**src/rtl/la_trigger_unit.sv**
```systemverilog
// -----------------------------------------------------------------------------
// la_trigger_unit
//
// Trigger stage between the user project's 24 monitored signals and the logic
// analyzer core. The user signals are sampled through a two-register pipeline
// and forwarded on la_data_o. A programmable pattern/edge trigger opens a
// capture window (la_run), which is aligned with la_data_o so the first
// la_run cycle shows the sample that caused the trigger.
//
// Build option:
//   LA_TRIG_TIMESTAMP_EN - when defined, a 32-bit saturating counter measures
//                          the number of cycles from arm to trigger and is
//                          readable at offset 0x18. When undefined, no counter
//                          is built and 0x18 reads all ones.
//
// Register map (byte offsets, decoded on address bits [11:2]):
//   0x00 trig_mask [23:0]   0x04 trig_value [23:0]   0x08 edge_mask [23:0]
//   0x0C post_count [15:0]  (0 = capture until abort)
//   0x10 ctrl  (write-only, reads 0): bit0 arm, bit1 abort (self-clearing)
//   0x14 status (read-only): {trig_seen, state[1:0]}
//   0x18 trig_ts (timestamp build only)
//   other offsets read 0xFFFFFFFF
//
// Ports:
//   axi_clk, axi_reset_n      clock, asynchronous active-low reset
//   axi_aw*/axi_w*            AXI-Lite write; awready = wready = awvalid & wvalid
//   axi_ar*/axi_r*            AXI-Lite read; arready = rvalid = arvalid,
//                             rdata is a combinational mux
//   cc_la_enable              register writes take effect only while high
//   up_la_data   [23:0]       monitored user signals
//   la_data_o    [23:0]       sampled data, two-cycle latency
//   la_run                    capture window, aligned with la_data_o
//   la_trig_done              one-cycle pulse on entry to DONE
// -----------------------------------------------------------------------------
module la_trigger_unit #(
    parameter int pDATA_WIDTH = 32,
    parameter int pADDR_WIDTH = 15
) (
    input  logic                     axi_clk,
    input  logic                     axi_reset_n,
    // AXI-Lite write
    input  logic                     axi_awvalid,
    input  logic [pADDR_WIDTH-1:0]   axi_awaddr,
    input  logic                     axi_wvalid,
    input  logic [pDATA_WIDTH-1:0]   axi_wdata,
    input  logic [3:0]               axi_wstrb,
    output logic                     axi_awready,
    output logic                     axi_wready,
    // AXI-Lite read
    input  logic                     axi_arvalid,
    input  logic [pADDR_WIDTH-1:0]   axi_araddr,
    input  logic                     axi_rready,
    output logic                     axi_arready,
    output logic                     axi_rvalid,
    output logic [pDATA_WIDTH-1:0]   axi_rdata,
    // logic analyzer side
    input  logic                     cc_la_enable,
    input  logic [23:0]              up_la_data,
    output logic [23:0]              la_data_o,
    output logic                     la_run,
    output logic                     la_trig_done
);

    localparam logic [9:0] A_MASK   = 10'h000;
    localparam logic [9:0] A_VALUE  = 10'h001;
    localparam logic [9:0] A_EDGE   = 10'h002;
    localparam logic [9:0] A_POST   = 10'h003;
    localparam logic [9:0] A_CTRL   = 10'h004;
    localparam logic [9:0] A_STATUS = 10'h005;
    localparam logic [9:0] A_TS     = 10'h006;

    typedef enum logic [1:0] {
        ST_IDLE    = 2'd0,
        ST_ARMED   = 2'd1,
        ST_CAPTURE = 2'd2,
        ST_DONE    = 2'd3
    } state_t;

    state_t      state_q;
    state_t      state_d;
    logic [1:0]  state_bits;

    logic [23:0] trig_mask;
    logic [23:0] trig_value;
    logic [23:0] edge_mask;
    logic [15:0] post_count;
    logic [15:0] pc_cnt;
    logic        trig_seen;

    logic [23:0] data_p1;
    logic [23:0] data_p2;

    logic [9:0]  wr_idx;
    logic [9:0]  rd_idx;
    logic        wr_en;
    logic        arm_req;
    logic        abort_req;
    logic        arm_take;
    logic        pattern_hit;
    logic        edge_hit;
    logic        match;
    logic        trig_fire;
    logic        cap_end;

    logic [pDATA_WIDTH-1:0] rd_data;

    // Ignored inputs and undecoded address/data bits.
    logic unused_ok;
    assign unused_ok = &{1'b0, axi_wstrb, axi_rready,
                         axi_awaddr[pADDR_WIDTH-1:12], axi_awaddr[1:0],
                         axi_araddr[pADDR_WIDTH-1:12], axi_araddr[1:0],
                         axi_wdata[pDATA_WIDTH-1:24]};

    // ------------------------------------------------------------------
    // Bus handshake and write decode
    // ------------------------------------------------------------------
    assign axi_awready = axi_awvalid & axi_wvalid;
    assign axi_wready  = axi_awvalid & axi_wvalid;
    assign axi_arready = axi_arvalid;
    assign axi_rvalid  = axi_arvalid;

    assign wr_idx    = axi_awaddr[11:2];
    assign rd_idx    = axi_araddr[11:2];
    assign wr_en     = cc_la_enable & axi_awvalid & axi_wvalid;
    assign arm_req   = wr_en && (wr_idx == A_CTRL) && axi_wdata[0];
    assign abort_req = wr_en && (wr_idx == A_CTRL) && axi_wdata[1];

    always_ff @(posedge axi_clk or negedge axi_reset_n) begin
        if (!axi_reset_n) begin
            trig_mask  <= '0;
            trig_value <= '0;
            edge_mask  <= '0;
            post_count <= '0;
        end else if (wr_en) begin
            case (wr_idx)
                A_MASK:  trig_mask  <= axi_wdata[23:0];
                A_VALUE: trig_value <= axi_wdata[23:0];
                A_EDGE:  edge_mask  <= axi_wdata[23:0];
                A_POST:  post_count <= axi_wdata[15:0];
                default: ;
            endcase
        end
    end

    // ------------------------------------------------------------------
    // Stage p1: sample user signals; stage p2: previous sample / output
    // ------------------------------------------------------------------
    always_ff @(posedge axi_clk or negedge axi_reset_n) begin
        if (!axi_reset_n) begin
            data_p1 <= '0;
            data_p2 <= '0;
        end else begin
            data_p1 <= up_la_data;
            data_p2 <= data_p1;
        end
    end

    assign la_data_o = data_p2;

    // Match is evaluated on the p1 sample so the FSM enters CAPTURE on the
    // same edge that moves that sample to la_data_o.
    assign pattern_hit = ((data_p1 & trig_mask) == (trig_value & trig_mask));
    assign edge_hit    = (edge_mask == '0) || (|(edge_mask & (data_p1 ^ data_p2)));
    assign match       = pattern_hit && edge_hit;

    // ------------------------------------------------------------------
    // Trigger FSM
    // ------------------------------------------------------------------
    always_ff @(posedge axi_clk or negedge axi_reset_n) begin
        if (!axi_reset_n) begin
            state_q <= ST_IDLE;
        end else begin
            state_q <= state_d;
        end
    end

    always_comb begin
        state_d  = state_q;
        arm_take = 1'b0;
        if (abort_req) begin
            state_d = ST_IDLE;
        end else begin
            case (state_q)
                ST_IDLE, ST_DONE: begin
                    if (arm_req) begin
                        state_d  = ST_ARMED;
                        arm_take = 1'b1;
                    end
                end
                ST_ARMED: begin
                    if (match) begin
                        state_d = ST_CAPTURE;
                    end
                end
                ST_CAPTURE: begin
                    // post_count == 0 keeps the window open until abort.
                    if ((post_count != 16'd0) && (pc_cnt == 16'd1)) begin
                        state_d = ST_DONE;
                    end
                end
                default: state_d = ST_IDLE;
            endcase
        end
    end

    assign trig_fire  = (state_q == ST_ARMED) && (state_d == ST_CAPTURE);
    assign cap_end    = (state_q == ST_CAPTURE) && (state_d == ST_DONE);
    assign la_run     = (state_q == ST_CAPTURE);
    assign state_bits = state_q;

    // Window counter: loaded with post_count on trigger so the triggering
    // cycle is the first of post_count window cycles. Held at zero rather
    // than wrapping.
    always_ff @(posedge axi_clk or negedge axi_reset_n) begin
        if (!axi_reset_n) begin
            pc_cnt <= '0;
        end else if (trig_fire) begin
            pc_cnt <= post_count;
        end else if ((state_q == ST_CAPTURE) && (post_count != 16'd0) && (pc_cnt != 16'd0)) begin
            pc_cnt <= pc_cnt - 16'd1;
        end
    end

    always_ff @(posedge axi_clk or negedge axi_reset_n) begin
        if (!axi_reset_n) begin
            trig_seen    <= 1'b0;
            la_trig_done <= 1'b0;
        end else begin
            la_trig_done <= cap_end;
            if (trig_fire) begin
                trig_seen <= 1'b1;
            end else if (arm_take) begin
                trig_seen <= 1'b0;
            end
        end
    end

`ifdef LA_TRIG_TIMESTAMP_EN
    // ------------------------------------------------------------------
    // Arm-to-trigger timestamp
    // ------------------------------------------------------------------
    function automatic logic [31:0] sat_inc32(input logic [31:0] v);
        return (v == 32'hFFFF_FFFF) ? v : (v + 32'd1);
    endfunction

    logic [31:0] trig_ts;

    // Counts only cycles that stay in ARMED, so the value freezes on the
    // trigger edge and holds through abort.
    always_ff @(posedge axi_clk or negedge axi_reset_n) begin
        if (!axi_reset_n) begin
            trig_ts <= '0;
        end else if (arm_take) begin
            trig_ts <= '0;
        end else if ((state_q == ST_ARMED) && (state_d == ST_ARMED)) begin
            trig_ts <= sat_inc32(trig_ts);
        end
    end
`endif

    // ------------------------------------------------------------------
    // Read mux
    // ------------------------------------------------------------------
    always_comb begin
        rd_data = '1;
        case (rd_idx)
            A_MASK:   rd_data = {{(pDATA_WIDTH-24){1'b0}}, trig_mask};
            A_VALUE:  rd_data = {{(pDATA_WIDTH-24){1'b0}}, trig_value};
            A_EDGE:   rd_data = {{(pDATA_WIDTH-24){1'b0}}, edge_mask};
            A_POST:   rd_data = {{(pDATA_WIDTH-16){1'b0}}, post_count};
            A_CTRL:   rd_data = '0;
            A_STATUS: rd_data = {{(pDATA_WIDTH-3){1'b0}}, trig_seen, state_bits};
`ifdef LA_TRIG_TIMESTAMP_EN
            A_TS:     rd_data = pDATA_WIDTH'(trig_ts);
`else
            A_TS:     rd_data = '1;
`endif
            default:  rd_data = '1;
        endcase
    end

    assign axi_rdata = rd_data;

endmodule

```
**config.mk**
```make
export PLATFORM = sky130hd
export DESIGN_NAME = la_trigger_unit
export DESIGN_NICKNAME = d
export VERILOG_FILES = /design/src/rtl/la_trigger_unit.sv
export SDC_FILE = /design/constraint.sdc
export NUM_CORES = 1
export LEC_CHECK = 0
export CAP_MARGIN = 10
export CELL_PAD_IN_SITES_DETAIL_PLACEMENT = 0
export CELL_PAD_IN_SITES_GLOBAL_PLACEMENT = 1
export CORE_UTILIZATION = 40
export DETAILED_ROUTE_END_ITERATION = 7
export PLACE_DENSITY = 0.8
export SLEW_MARGIN = 30
export SYNTH_ARGS = -nofsm -noshare
export SYNTH_HDL_FRONTEND = slang
export SYNTH_SLANG_ARGS = --single-unit
```
**constraint.sdc**
```tcl
create_clock -name axi_clk -period 2.9 [get_ports axi_clk]
set_input_delay 0.58 -clock axi_clk [delete_from_list [all_inputs] [get_ports axi_clk]]
set_output_delay 0.58 -clock axi_clk [all_outputs]
set_load 0.01 [all_outputs]
```
; Word-level counts from Yosys, hierarchy flattened
; Cells that the tools add are included.
[totals]
register_bits = 156
in_bits = 97
out_inout_bits = 62
wordCells = 71
[classes]
n_addsub = 1
n_eq_ne = 16
muxes = 13
bitwise = 7
n_reduce_logical = 24
[op_table]
columns = operator, count
row1 = 32-bit one-hot mux with 6 select lines, 1
row2 = 24-bit AND, 3
row3 = 10-bit by 2-bit == test with 1-bit output (second input constant), 4
row4 = 16-bit two-way mux, 2
row5 = 16-bit nonzero test, 2
row6 = 10-bit by 3-bit == test with 1-bit output (second input constant), 3
row7 = 24-bit == test, 1
row8 = 24-bit logical NOT, 1
row9 = 24-bit OR reduction, 1
row10 = 24-bit bitwise XOR, 1
row11 = 10-bit by 1-bit == test with 1-bit output (second input constant), 2
row12 = 10-bit logical NOT, 2
row13 = 16-bit by 1-bit == test with 1-bit output (second input constant), 1
row14 = 16-bit by 1-bit subtractor with 16-bit output (second input constant), 1
row15 = 1-bit logical AND, 9
row16 = 2-bit == test (second input constant), 4
row17 = 2-bit two-way mux, 4
row18 = 2-bit AND reduction, 4
row19 = 2-bit one-hot mux with 3 select lines, 1
row20 = 1-bit two-way mux, 5
row21 = 2-bit nonzero test, 2
row22 = 1-bit AND, 3
row23 = 2-bit by 1-bit == test with 1-bit output (second input constant), 1
row24 = 2-bit logical NOT, 1
row25 = other kinds (2), 2

; Logic depth before layout (Yosys ltp)
; Gate-level depths: netlist of the first run.
[logic_depth]
ltp_word = 11
depth_mapped = 9
mapped_depth_nobuf = 8

; Worst setup path before layout of the first run
; Ideal clock, no wire load.
[synth_path]
path_kind = input port to flip-flop
startpoint = input port axi_awaddr[8]
endpoint = register pc_cnt[10]
setup_time_ns = 0.125
arrival_time_ns = 2.564
t_required_ns = 2.775
setup_slack_ns = 0.211
cell_stages = 8
path_buffers = 1
path_cell_list = nor4b_1 and3_1 nand4_1 o211ai_1 nand3_2 nor4b_4 buf_8 mux2_4
[synth_between]
elab_chain_len = 9
elab_cells_between_ends = 11
classes_between = eq/ne (2) / mux (4) / reduce/logical (5)
[synth_rtl]
columns = item, line
row1 = from (decl), 43  ; input logic [pADDR_WIDTH-1:0] axi_awaddr,
row2 = 10-bit by 3-bit == test with 1-bit output (*), "125, 126"
row3 = 1-bit logical AND (*), "125, 126"
row4 = 1-bit logical AND, 125  ; assign arm_req = wr_en && (wr_idx == A_CTRL) && axi_wdata[0];
row5 = 2-bit two-way mux, 185  ; if (arm_req) begin
row6 = 2-bit one-hot mux with 3 select lines, 183  ; case (state_q)
row7 = 2-bit two-way mux (*), 180  ; if (abort_req) begin
row8 = named net state_d[0], 80  ; state_t state_d;
row9 = 2-bit == test (*), 206  ; assign trig_fire = (state_q == ST_ARMED) && (state_d == ST_CAPTURE);
row10 = 1-bit logical AND (*), 206
row11 = 16-bit two-way mux / 2-bit nonzero test (equally long branches), -
row12 = to (signal assigned), 218  ; pc_cnt <= post_count;
row13 = to (signal assigned), 220  ; pc_cnt <= pc_cnt - 16'd1;
row14 = to (decl), 87  ; logic [15:0] pc_cnt;
; Mark *: on every way through the listed nets, which the timed path passes. The rest lies on a longest branch.
; A chain may end at the register's enable or synchronous reset.

; Final worst setup path of the first run
[layout_path]
startpoint = register trig_value[11]
endpoint = register pc_cnt[11]
[layout_between]
elab_chain_len = 9
elab_cells_between_ends = 10
classes_between = eq/ne (2) / mux (4) / bitwise (1) / reduce/logical (3)
[layout_rtl]
columns = item, line
row1 = from (decl), 84  ; logic [23:0] trig_value;
row2 = from (signal assigned), 137  ; A_VALUE: trig_value <= axi_wdata[23:0];
row3 = 24-bit AND (*), 162  ; assign pattern_hit = ((data_p1 & trig_mask) == (trig_value & trig_mask));
row4 = 24-bit == test (*), 162
row5 = 1-bit logical AND (*), 164  ; assign match = pattern_hit && edge_hit;
row6 = 2-bit two-way mux (*), 191  ; if (match) begin
row7 = 2-bit one-hot mux with 3 select lines (*), 183
row8 = 2-bit two-way mux (*), 180
row9 = named net state_d[0], 80
row10 = 2-bit == test (*), 206
row11 = 1-bit logical AND (*), 206
row12 = 16-bit two-way mux / 2-bit nonzero test (equally long branches), -
; Marks and branches as above.

==> reports/results.txt, run 1 <==
Total power: 4.92 mW
Cell area after synthesis: 7140 um2
Critical Path RT: 3200 ps
Unique masters post-synth: 39
Clk slew on worst S/H paths: 60 ps
Synth area leader: dfrtp_1
Relative slew slack: 63.1%
Final instance count without filler cells: 978
Most frequent cells in the layout: 156 x dfrtp_1, 95 x mux2_2, 92 x clkdlybuf4s50_1, 53 x a22oi_1, 53 x xor2_1
Global placer's final weighted congestion: 0.848
Yosys warnings: 0
Adder-cell share of the synthesized area: 1.05%
Startpoint Class: flop
Post-Place Cell Area: 9010 um2
Gr usage total: 25.3%
Critical path depth: 10
Max VDD drop: 0.506 mV
RR Startpoint: trig_value[11]$_DFFE_PN0P_
Clock latency on the worst-skew pair: 430 ps
Routed vias/inst: 5.66
Critical path's largest stage delay: 440 ps
Worst Path Max Fanout: 8
WHS: 112 ps
CP Capture Type: flop
R2R Setup Slk: 40 ps
Reg2reg path depth: 10
Core outline area: 17400 um2
Post-route DRC: 0
Syn_area_per_cell: 12.9 um2
Critical path cell sequence: xor2_1 > a22oi_2 > nand4_1 > or3_4 > o2111ai_2 > nand3_2 > nor4b_4 > buf_4 > clkbuf_16 > mux2_4
Antenna viol nets, final: 0
Nets: 843
Run status: finished clean
Vias in the first global route: 5940
EDFF count, synth: 0
Max Cap Violations: 0
Dpl hpwl: 14200 um
Worst setup endpoint: pc_cnt[11]$_DFFE_PN0P_
Largest delay contributor family on the critical path: simple AND/OR/NAND/NOR gates
Chip width: 136 um
Cell row count: 48
Port Buffer Count: 132
Hold Vio Cnt, Final: 0
CP Buf/Inv Count: 2
Crit. Startpoint: trig_value[11]$_DFFE_PN0P_
Cell Pwr Density: 489 nW/um2
Most common cell after layout, fill and taps aside: dfrtp_1
P&R area growth vs syn: 41.1%
DIE AREA: 18400 um2
Min Tclk post-route: 2860 ps
Area contributors post-synth: dfrtp_1 55%, mux2_2 15%, xor2_1 6.5%
Pleak: 4.63 nW
Global-route wire length before repair: 34100 um
Register area share after synthesis: 54.6%
GRT overflow: 0
Fin Clk Skew: 9.25 ps
Fmax: 0.350 GHz
CTS Root Buffer Type: clkbuf_16
Capturing point of the worst reg2reg path: pc_cnt[11]$_DFFE_PN0P_
DR iter-0 viols: 307
Hold Crit Class: in2async
Largest net degree at the start of global routing: 59
Antenna violations before repair: 0
IO Count: 159
Total Wirelength: 22100 um
Worst Path Arrival: 3160 ps
Cts bufs inserted: 17
Drt pass-1 iters: 5
TritonCTS clock tree: done
TritonCTS Sinks: 156
Starting Density: 41.2%
WS Path Type: reg2reg
Xor/xnor share of the synthesized area: 7.72%
Top cell type's share of synthesized area: 54.6%
RSZ-0062 raised after global routing: true
Antenna fix cells: 0
# H-tree levels: 4
Longest Clk Path Bufs: 2
Dpl ws: -486 ps
Synth Area in Compound Gates: 8.09%
Final setup margin: 44.8 ps
Worst slew pin tran: 554 ps
Placed Instances: 924
Final Setup Violations: 0
Register bit count reported by yosys: 156
Finished Cell Area: 10100 um2
Post-synthesis mux area share: 17.0%
Via count: 5539
Largest family of logic cells by synthesized area: multiplexers
CP max stage cell: or3_4
Part of the cycle the worst path needs: 98.5%
Simple-gate portion of the synthesized area: 9.12%
Synthesized Nets: 658
Ys async rst share: 100%
Post-synthesis instance total: 555
WL/cell: 22.6 um
Die Ht: 136 um
Fraction of layout cells with a size suffix above 1: 34.9%
Hold-fix buffers, CTS: 0
Synth Flop Type: dfrtp_1
Fin. max-slew vios: 0
## cell type report
cell class	count	area [um2]
clock buffer	21	450
clock inverter	11	168
fill	1344	7280
inverter	5	22.5
multi-input combinational	367	3280
sequential	156	3900
tap	225	282
timing repair buffer	193	1980
## cells by family after synthesis
| group | after synthesis |
|---|---|
| AOI/OAI and AO/OA | 76 |
| muxes | 105 |
| and+or+nand+nor | 117 |
| DFF | 156 |
| adders and majority gates | 6 |
| buffers and inverters | 32 |
| xor gates and xnor gates | 63 |
## registers in the layout, summed over array words and instances (netlist names), 2 cells and up
register    flops
la_data_o      24
trig_value     24
state_bits      2
trig_mask      24
post_count     16
data_p1        24
pc_cnt         16
edge_mask      24
## power by group
part           switching (mW)  total (mW)  internal, mW  leakage (nW)
sequential             0.0394        2.26          2.22          2.06
combinational           0.156       0.330         0.174          2.28
clock                   0.877        2.34          1.46         0.297
## cells in the mapped netlist, types with 4 or more instances
cell type	n
nor2_1	9
or3_1	4
buf_4	10
mux2_4	9
a22oi_1	58
dfrtp_1	156
ha_1	6
xor2_1	53
nor4_1	15
a21o_1	4
inv_1	5
xnor2_1	10
nor3_1	11
nand2_1	22
nand3_1	28
mux2_2	95
clkbuf_1	16
nand4_1	9
## per-layer routing
layer | GRT usage [%] | wire [um]
met1 | 31.8 | 9070
met2 | 41.1 | 10700
met3 | 6.21 | 1640
met4 | 11.7 | 718
met5 | 0 | 0
## metrics by stage
step / utilization [%] / setup TNS, ps
2_1_floorplan: - / 0
3_3_place_gp: 51.9 / -18400
3_5_place_dp: 51.9 / -18190
4_1_cts: 57.7 / -29.1
5_1_grt: 58.1 / -81.8
6_report: 58.1 / 0
## worst min path at each step
stage	startpoint	end	slack, ps
2_1_floorplan	axi_reset_n	data_p1[0]$_DFF_PN0_	280
3_3_place_gp	data_p1[20]$_DFF_PN0_	la_data_o[20]$_DFF_PN0_	420
3_5_place_dp	data_p1[17]$_DFF_PN0_	la_data_o[17]$_DFF_PN0_	420
4_1_cts	axi_reset_n	la_data_o[2]$_DFF_PN0_	130
5_1_grt	axi_reset_n	la_data_o[3]$_DFF_PN0_	150
6_report	axi_reset_n	data_p1[23]$_DFF_PN0_	110
## timing repair
action	in CTS	in global routing
cloned	9	0
hold endpoints to repair	0	0
setup buffers	11	2
setup endpoints to repair	41	49
resized for setup	175	13
pin swaps	18	11
Note: power is estimated with default switching activity, not from simulation.
==> run 2, diff against run 1 <==
Settings changed: REMOVE_ABC_BUFFERS set to 1.
Clock period 2.9 ns to 3.45 ns, I/O delays scaled along.
==> reports/results.txt, run 2 (synthesized netlist as in run 1, its figures left out) <==
WS Path Type: in2out
Final core utilization: 55.2%
# H-tree levels: 4
CTS Root Buffer Type: clkbuf_16
P&R area growth vs syn: 34.0%
Worst slew pin tran: 807 ps
Fin Clk Skew: 10.2 ps
Antenna fix cells: 0
Cts bufs inserted: 17
Most common cell after layout, fill and taps aside: dfrtp_1
Antenna viol nets, final: 0
Fillers: 1441
Part of the cycle the worst path needs: 97.9%
Cell Pwr Density: 422 nW/um2
Post-Place Cell Area: 8830 um2
GRT overflow: 0
Pleak: 4.36 nW
Max VDD drop: 0.376 mV
Hold Crit Class: in2async
Clock latency on the worst-skew pair: 430 ps
Final Setup Violations: 0
Most frequent cells in the layout: 156 x dfrtp_1, 107 x clkdlybuf4s50_1, 95 x mux2_2, 58 x a22oi_1, 53 x xor2_1
Total power: 4.04 mW
Worst Path Arrival: 2690 ps
DIE AREA: 18400 um2
Drt pass-1 iters: 7
Finished Cell Area: 9570 um2
Longest Clk Path Bufs: 2
Relative slew slack: 46.2%
Hold-fix buffers, CTS: 0
Chip width: 136 um
Routed vias/inst: 5.67
Dpl ws: -162 ps
Worst Path Max Fanout: 5
WL/cell: 21.3 um
R2R Setup Slk: 390 ps
Die Ht: 136 um
Fraction of layout cells with a size suffix above 1: 25.8%
Critical Path RT: 2760 ps
Gr usage total: 22.9%
Min Tclk post-route: 3380 ps
TritonCTS Sinks: 156
Total Neg Setup Slack: 0 ps
Via count: 5382
Max Cap Violations: 0
Dpl hpwl: 13900 um
IO Count: 159
Cell row count: 48
Post-route DRC: 0
Fmax: 0.296 GHz
RR Startpoint: data_p1[17]$_DFF_PN0_
Antenna violations before repair: 0
Hold Vio Cnt, Final: 0
Global placer's final weighted congestion: 0.895
DR iter-0 viols: 344
Reg2reg path depth: 9
Starting Density: 41.2%
Final setup margin: 74.1 ps
Run status: finished clean
Clk slew on worst S/H paths: 60 ps
Nets: 815
Largest net degree at the start of global routing: 87
Global-route wire length before repair: 31400 um
TritonCTS clock tree: done
Core outline area: 17400 um2
Total Wirelength: 20200 um
Startpoint Class: primary input
Capturing point of the worst reg2reg path: pc_cnt[12]$_DFFE_PN0P_
CP Capture Type: output port
RSZ-0062 raised after global routing: true
Port Buffer Count: 132
Vias in the first global route: 5594
Fin. max-slew vios: 0
Final instance count without filler cells: 950
Placed Instances: 907
WHS: 303 ps
[run 2: worst max path at each step]
stage	start	to	slack, ps	depth (start not counted)
global route	axi_araddr[7]	axi_rdata[13]	-10	10
finish	axi_araddr[7]	axi_rdata[18]	70	10
detailed placement	axi_araddr[7]	axi_rdata[13]	-160	9
floorplan	axi_awaddr[8]	trig_mask[0]$_DFFE_PN0P_	-590	4
global placement	axi_araddr[7]	axi_rdata[10]	-170	9
CTS	axi_araddr[7]	axi_rdata[7]	-110	9
[run 2: per-layer routing]
layer  global-route usage (%)  part of all wire [%]
met3                     4.86                   5.6
met5                        0                     0
met1                     29.7                    43
met2                     38.7                    51
met4                     6.30                   1.1
[run 2: report_power, final]
group | switching (mW) | internal, mW | leakage, nW
clock | 0.762 | 1.13 | 0.285
sequential | 0.0339 | 1.86 | 2.06
combinational | 0.113 | 0.136 | 2.01
[run 2: critical path, cell delays in order]
cell	delay, ps
clkdlybuf4s50_1	420
nor4_2	270
buf_4	160
nand3_2	120
nor3_4	240
buf_4	220
buf_4	120
nand2_1	50
nand3_1	110
dlygate4sd2_1	280
[run 2: area by class of cell]
cell class,count,area (um2),share of cell area (%)
flip-flops and latches,156,3900,40.8
multi-input cells,367,3130,32.7
repair buffers,165,1640,17.1
clock buffers,17,425,4.44
well taps,225,282,2.94
clock inverters,15,175,1.83
inverters,5,18.8,0.196
[run 2: repair_timing]
action / CTS / global route
gates cloned: 1 / 1
resized for setup: 25 / 28
setup buffers: 1 / 8
endpoints found under the setup margin: 24 / 28
==> run 3, diff against run 2 <==
Settings changed: SETUP_SLACK_MARGIN set to 0.5.
==> reports/results.txt, run 3 (synthesized netlist as in run 1, its figures left out) <==
Post-route DRC: 0
Clk pwr share: 46.9%
Vias in the first global route: 5724
Core outline area: 17400 um2
# H-tree levels: 4
Switch share: 22.6%
Hold Vio Cnt, Final: 0
DIE AREA: 18400 um2
GR Util met2: 38.3%
Most common cell after layout, fill and taps aside: dfrtp_1
Antenna fix cells: 0
Global-route wire length before repair: 32100 um
Total power: 4.05 mW
Fin Clk Skew: 9.25 ps
Part of the cycle the worst path needs: 83.6%
Chip width: 136 um
Dpl ws: -162 ps
RSZ-0062 raised after global routing: false
Fraction of layout cells with a size suffix above 1: 32.3%
Hold Crit Class: in2async
P&R area growth vs syn: 35.2%
WL/cell: 21.6 um
Met3 track demand over resource: 5.57%
Nets: 820
GRT overflow: 0
Critical Path RT: 3760 ps
Gr usage total: 23.6%
Via count: 5406
Cts bufs inserted: 17
Die Ht: 136 um
Global placer's final weighted congestion: 0.895
Final setup margin: 566 ps
Antenna violations before repair: 0
TritonCTS clock tree: done
Worst slew pin tran: 794 ps
Sw Pwr: 0.916 mW
Gate power share: 6.3%
Starting Density: 41.2%
Fmax: 0.347 GHz
Worst Path Arrival: 3200 ps
Max VDD drop: 0.379 mV
Seq pwr share: 46.9%
WS Path Type: reg2reg
CTS Root Buffer Type: clkbuf_16
Max Cap Violations: 0
Antenna viol nets, final: 0
Routed vias/inst: 5.66
Pint: 3.13 mW
TritonCTS Sinks: 156
Startpoint Class: flop
Pleak: 4.39 nW
Worst Path Max Fanout: 17
Dpl hpwl: 13900 um
IO Count: 159
Final Setup Violations: 0
Met1 GRT Util: 30.0%
GR peak layer: met2
Longest Clk Path Bufs: 2
Port Buffer Count: 132
Fin. max-slew vios: 0
Drt pass-1 iters: 5
Relative slew slack: 47.0%
Largest net degree at the start of global routing: 87
Cell Pwr Density: 419 nW/um2
Clock latency on the worst-skew pair: 430 ps
DR iter-0 viols: 352
Min Tclk post-route: 2880 ps
CP Capture Type: flop
Cell row count: 48
Most frequent cells in the layout: 156 x dfrtp_1, 95 x mux2_2, 89 x clkdlybuf4s50_1, 53 x xor2_1, 49 x a22oi_1
Run status: finished clean
Total Wirelength: 20600 um
Clk slew on worst S/H paths: 60 ps
run 3: metrics by stage:
step | cell area, um2 | util (%) | TNS [ps] | instances | hold slack [ps]
global route | 9660 | 55.7 | 0 | 955 | 364
CTS | 9610 | 55.4 | 0 | 953 | 342
floorplan | 6990 | - | -17360 | 528 | 394
global placement | 8830 | 50.9 | -2980 | 907 | 423
finish | 9660 | 55.7 | 0 | 955 | 294
detailed placement | 8830 | 50.9 | -2930 | 907 | 423
run 3: critical path, stage by stage, from the launching register on:
cell and delay (ps):
dfrtp_1 420, xor2_1 170, a22oi_1 290, nand4_1 220, or3_4 460, o2111ai_2 180
nand3_2 140, nor4b_4 300, buf_12 210, mux2_2 350
run 3: final cells by class:
cell class / count / area [um2]
Fill cell: 1433 / 7700
Clock inverter: 15 / 175
Sequential cell: 156 / 3900
Timing Repair Buffer: 170 / 1600
Clock buffer: 17 / 425
Multi-Input combinational cell: 367 / 3260
Tap cell: 225 / 282
Inverter: 5 / 18.8
run 3: metal layers:
metal  wire length [um]  part of all wire (%)
met1               8640                    42
met2              10200                    49
met3               1190                   5.8
met4                618                   3.0
met5                  0                     0
run 3: worst paths after layout:
kind / start / slack [ps] / endpoint / cells after the start
setup / recovery: data_p1[9]$_DFF_PN0_ / 570 / pc_cnt[4]$_DFFE_PN0P_ / 9
hold / removal: axi_reset_n / 290 / la_data_o[22]$_DFF_PN0_ / 1
hold reg to reg: data_p1[18]$_DFF_PN0_ / 440 / la_data_o[18]$_DFF_PN0_ / 0
min in group axi_clk: data_p1[18]$_DFF_PN0_ / 440 / la_data_o[18]$_DFF_PN0_ / 0
max in group asynchronous: axi_reset_n / 2240 / edge_mask[11]$_DFFE_PN0P_ / 2
setup reg to reg: data_p1[9]$_DFF_PN0_ / 570 / pc_cnt[4]$_DFFE_PN0P_ / 9
run 3: repair_timing:
| item | in CTS | in global routing |
|---|---|---|
| gates resized for setup | 164 | 9 |
| pin swaps | 24 | 10 |
| hold buffers | 0 | 0 |
| cloned | 2 | 0 |
| buffers inserted | 12 | 2 |
| endpoints found under the setup margin | 48 | 47 |
run 3: power groups by stage:
stage,Sequential [mW],Clock (mW),Combinational (mW)
finish,1.90,1.90,0.254
global route,1.90,2.00,0.277
CTS,1.90,1.93,0.256
detailed placement,1.93,0,0.249
global placement,1.93,0,0.248
floorplan,1.93,0,0.0475
